## src/rtl/checker_pkg.sv

```systemverilog
// Shared types and helpers for the DUV/ideal lockstep checker.
// Transaction fields are sized for the widest supported bus; narrower buses are zero-extended.
package checker_pkg;

    localparam int TXN_AW = 32;
    localparam int SAT_W  = 32;

    typedef struct packed {
        logic              is_write;
        logic [TXN_AW-1:0] addr;
        logic [TXN_AW-1:0] data;
    } txn_t;

    typedef enum logic [1:0] {
        IDLE = 2'd0,
        RUN  = 2'd1,
        HALT = 2'd2
    } state_t;

    function automatic logic [SAT_W-1:0] sat_inc(input logic [SAT_W-1:0] v,
                                                 input logic [SAT_W-1:0] max_v);
        return (v >= max_v) ? max_v : v + SAT_W'(1);
    endfunction

endpackage

```

## src/rtl/txn_fifo.sv

```systemverilog
// Synchronous transaction FIFO with flush; an extra pointer bit separates full from empty.
// A push into a full FIFO is accepted only when a pop frees the head slot in the same cycle.
module txn_fifo
    import checker_pkg::*;
#(
    parameter int DEPTH = 8
)
(
    input  logic clk_i,
    input  logic rst_n_i,
    input  logic flush_i,
    input  logic push_i,
    input  txn_t din_i,
    input  logic pop_i,
    output txn_t dout_o,
    output logic full_o,
    output logic empty_o
);

    localparam int AW = $clog2(DEPTH);
    localparam int PW = AW + 1;

    txn_t          mem_q [DEPTH];
    logic [PW-1:0] wr_ptr_q, wr_ptr_d;
    logic [PW-1:0] rd_ptr_q, rd_ptr_d;
    logic          do_push, do_pop;

    assign empty_o = (wr_ptr_q == rd_ptr_q);
    assign full_o  = (wr_ptr_q[AW-1:0] == rd_ptr_q[AW-1:0]) && (wr_ptr_q[AW] != rd_ptr_q[AW]);
    assign dout_o  = mem_q[rd_ptr_q[AW-1:0]];
    assign do_pop  = pop_i && !empty_o;
    assign do_push = push_i && (!full_o || do_pop);

    always_comb begin
        wr_ptr_d = wr_ptr_q;
        rd_ptr_d = rd_ptr_q;
        if (flush_i) begin
            wr_ptr_d = '0;
            rd_ptr_d = '0;
        end else begin
            if (do_push) wr_ptr_d = wr_ptr_q + PW'(1);
            if (do_pop)  rd_ptr_d = rd_ptr_q + PW'(1);
        end
    end

    always_ff @(posedge clk_i) begin
        if (!rst_n_i) begin
            wr_ptr_q <= '0;
            rd_ptr_q <= '0;
        end else begin
            wr_ptr_q <= wr_ptr_d;
            rd_ptr_q <= rd_ptr_d;
        end
    end

    always_ff @(posedge clk_i) begin
        if (do_push && !flush_i) mem_q[wr_ptr_q[AW-1:0]] <= din_i;
    end

endmodule

```

## config.mk

```make
export PLATFORM = sky130hd
export DESIGN_NAME = txn_fifo
export DESIGN_NICKNAME = d
export VERILOG_FILES = /design/src/rtl/checker_pkg.sv /design/src/rtl/txn_fifo.sv
export SDC_FILE = /design/constraint.sdc
export NUM_CORES = 1
export LEC_CHECK = 0
export CAP_MARGIN = 20
export CORE_MARGIN = 2
export CORE_UTILIZATION = 55
export DETAILED_ROUTE_END_ITERATION = 10
export HOLD_SLACK_MARGIN = 0.08
export PLACE_DENSITY = 0.76
export SLEW_MARGIN = 20
export SYNTH_ARGS = -nofsm -noshare
export SYNTH_HDL_FRONTEND = slang
export SYNTH_SLANG_ARGS = --single-unit
```

## constraint.sdc

```tcl
create_clock -name clk_i -period 13.3 [get_ports clk_i]
set_input_delay 2.66 -clock clk_i [delete_from_list [all_inputs] [get_ports clk_i]]
set_output_delay 2.66 -clock clk_i [all_outputs]
set_load 0.01 [all_outputs]
```

==> load_flow_metrics.sql <==
INSERT INTO impl_metrics (metric_group, metric, value, unit) VALUES
('drt', 'totalWireLength', '38.6', 'mm'),
('pwr', 'internal_power', '0.00269', 'W'),
('floorplan', 'initial_utilization', '0.556', ''),
('worst_setup_path', 'worst_path_max_delay_cell', 'sky130_fd_sc_hd__dfxtp_4', ''),
('synthesis', 'seq_area_frac_synth', '0.782', ''),
('worst_setup_path', 'timing.critical_path.from_type', 'register', ''),
('status', 'outcome', 'completed', ''),
('global_route', 'largest_net_degree_at_the_start_of_global_routing', '68', ''),
('final_layout', 'fin_area', '23600', 'sq um'),
('worst_setup_path', 'cp_num_buf_inv', '2', ''),
('sta', 'layout_min_cycle_time', '6.44', 'ns'),
('sta', 'max-slew-margin-rel', '0.287', ''),
('sta', 'min_period_over_period', '0.484', ''),
('synthesis', 'post-synth-top-area-cell', 'sky130_fd_sc_hd__edfxtp_1', ''),
('drt', 'drcViolationCount', '0', ''),
('clock_network', 'postCtsResizedCells', '0', ''),
('sta', 'finalSetupTns', '0', 'ns'),
('pwr', 'irDropWorstVdd', '0.104', 'mV'),
('clock_network', 'clk_path_buf_depth', '3', ''),
('floorplan', 'num_io_pins', '137', ''),
('synthesis', 'ys.flop_type', 'sky130_fd_sc_hd__edfxtp_1', ''),
('sta', 'finalSetupViolCount', '0', ''),
('final_layout', 'nNetsFinal', '1071', ''),
('clock_network', 'htree_num_levels', '2', ''),
('worst_setup_path', 'cp_data_arrival_time', '3.78', 'ns'),
('synthesis', 'post_synth_instance_area', '20300', 'sq um'),
('pwr', 'p_leak', '7.19', 'nW'),
('sta', 'final.setup_skew', '0.0107', 'ns'),
('synthesis', 'synthesis.area_per_instance', '24.2', 'sq um'),
('synthesis', 'yosys_warnings', '0', ''),
('worst_setup_path', 'timing.critical_path.fanout_max', '45', ''),
('pwr', 'comb_power_share', '0.044', ''),
('pwr', 'p_clk_frac', '0.398', ''),
('clock_network', 'worst_setup_hold_path_clk_slew', '0.06', 'ns'),
('sta', 'timing.final.max_slew_violations', '0', ''),
('global_route', 'grt_antenna_before_repair', '3', ''),
('worst_setup_path', 'worst-setup-path-type', 'reg2out', ''),
('worst_setup_path', 'cpLargestDelayFamily', 'buffers and inverters', ''),
('placement', 'place.detailed.hpwl', '19.6', 'mm'),
('drt', 'drt.antenna.violating_nets', '0', ''),
('synthesis', 'synth_area_leaders', 'sky130_fd_sc_hd__edfxtp_1, sky130_fd_sc_hd__mux4_2, sky130_fd_sc_hd__mux2_2', ''),
('floorplan', 'coreArea', '36400', 'sq um'),
('pwr', 'power.switching_fraction', '0.194', ''),
('sta', 'unrepaired_setup_endpoints_after_global_routing', 'false', ''),
('sta', 'timing_hold_violations_final', '0', ''),
('floorplan', 'die_height', '196', 'microns'),
('clock_network', 'cts_made_buffers', '50', ''),
('clock_network', 'clock_sinks', '531', ''),
('synthesis', 'postSynthCellCount', '836', ''),
('drt', 'avgRoutedWirePerCell', '25.6', 'microns'),
('drt', 'routed-via-count', '8963', ''),
('drt', 'drt-pass1-iter-count', '5', ''),
('final_layout', 'synthToLayoutAreaGrowth', '16.8', '%'),
('worst_setup_path', 'cp_slowest_stage_delay', '0.92', 'ns'),
('pwr', 'power_per_cell_area', '141', 'nW/um^2'),
('worst_setup_path', 'worst_setup_path_end_kind', 'primary output', ''),
('synthesis', 'synth.most_common_cell', 'sky130_fd_sc_hd__edfxtp_1', ''),
('drt', 'post_drt_via_cell_ratio', '5.95', ''),
('global_route', 'first_pass_grt_wire_length', '57.8', 'mm'),
('final_layout', 'final_layout_size_suffix_gt1_frac', '0.284', ''),
('pwr', 'total_power', '0.00334', 'W'),
('synthesis', 'synthArstFlopShare', '0', ''),
('sta', 'maxClockFrequency', '0.155', 'GHz'),
('sta', 'worst-slew-pin-transition', '1.07', 'ns'),
('worst_setup_path', 'worstPathCellList', 'buf_4, mux4_2, mux2_2, clkdlybuf4s50_1', ''),
('synthesis', 'synth_common_cells', 'sky130_fd_sc_hd__edfxtp_1, sky130_fd_sc_hd__mux4_2, sky130_fd_sc_hd__mux2_2', ''),
('synthesis', 'synth_enable_flop_cells', '520', ''),
('worst_setup_path', 'worst-endpoint-required', '10.64', 'ns'),
('floorplan', 'rows', '70', ''),
('sta', 'hold_ws', '0.556', 'ns'),
('pwr', 'share_seq_of_total_power', '0.558', '');
## power groups by stage
stage | clock [W] | combinational, W | sequential, W
after global routing | 0.00142 | 0.000157 | 0.00186
final | 0.00133 | 0.000146 | 0.00186
after floorplan | 0 | 0.0000714 | 0.00190
after detailed placement | 0 | 0.000147 | 0.00190
after global placement | 0 | 0.000144 | 0.00190
after CTS | 0.00135 | 0.000148 | 0.00186
## flip-flops by register name, summed over array words and instances (netlist names), named ones only
register	count
mem_q	520
rd_ptr_q	4
wr_ptr_q	4
## layout make-up
| type | instances | area, sq um |
|---|---|---|
| tap | 468 | 586 |
| clock buffer | 63 | 1320 |
| multi-input combinational | 258 | 4180 |
| clock inverter | 25 | 193 |
| antenna | 3 | 7.51 |
| fill | 2347 | 12800 |
| sequential | 531 | 15800 |
| timing repair buffer | 154 | 1500 |
| inverter | 4 | 15.0 |
## worst register-to-register path, cell delays in order, from the launching register on
cell	delay, ns
sky130_fd_sc_hd__dfxtp_1	0.53
sky130_fd_sc_hd__xor2_2	0.34
sky130_fd_sc_hd__nor4_4	0.15
sky130_fd_sc_hd__and2_1	0.32
sky130_fd_sc_hd__nor4_2	0.79
sky130_fd_sc_hd__buf_4	0.95
## placed cells by master, fill, tap and decap left out, types with 3 or more instances in the layout
cell type                         count
sky130_fd_sc_hd__clkbuf_16           51
sky130_fd_sc_hd__clkinv_1            13
sky130_fd_sc_hd__o211ai_1             5
sky130_fd_sc_hd__nor4_2               8
sky130_fd_sc_hd__buf_4               18
sky130_fd_sc_hd__xor2_2               3
sky130_fd_sc_hd__nand2_1              4
sky130_fd_sc_hd__nand2b_1             4
sky130_fd_sc_hd__clkbuf_1            12
sky130_fd_sc_hd__dfxtp_4              3
sky130_fd_sc_hd__mux4_2             130
sky130_fd_sc_hd__diode_2              3
sky130_fd_sc_hd__edfxtp_1           520
sky130_fd_sc_hd__nor4_1               4
sky130_fd_sc_hd__nand3_1              4
sky130_fd_sc_hd__bufinv_16            3
sky130_fd_sc_hd__dfxtp_1              8
sky130_fd_sc_hd__o21ai_0              3
sky130_fd_sc_hd__clkdlybuf4s50_1    136
sky130_fd_sc_hd__mux2_2              65
sky130_fd_sc_hd__inv_1                3
sky130_fd_sc_hd__clkinv_2             8
## kinds of logic after synthesis
| family | after synthesis | share of synthesized area |
|---|---|---|
| AOI/OAI and AO/OA | 14 | 0.00550 |
| xor gates and xnor gates | 6 | 0.00371 |
| adders and majority gates | 2 | 0.00124 |
| buffers and inverters | 47 | 0.0140 |
| DFF | 531 | 0.782 |
| muxes | 197 | 0.182 |
| and+or+nand+nor | 39 | 0.0119 |
## routing by layer
metal | up-vias | wire length [microns] | GRT usage
li1 | 3907 | - | -
met5 | - | 12 | 0
met2 | 252 | 19200 | 0.340
met3 | 52 | 2550 | 0.0428
met4 | 2 | 751 | 0.0519
met1 | 4750 | 16000 | 0.283
## through the flow
| step | std cells | setup WS [ns] |
|---|---|---|
| after floorplan | 836 | 3.43 |
| after global placement | 1415 | 7.32 |
| after detailed placement | 1415 | 7.30 |
| after CTS | 1503 | 6.70 |
| after global routing | 1503 | 6.53 |
| final | 1506 | 6.86 |
## final timing paths
path	startpoint	end	slack, ns	cells after the start
worst min register to register	rd_ptr_q[2]	register	0.56	2
worst max register to register	wr_ptr_q[2]	mem_q[7][36]	9.78	5
worst min-delay path	rd_ptr_q[2]	register	0.56	2
worst max-delay path	register	dout_o[36]	6.86	4
Note: power is estimated with default switching activity, not from simulation.
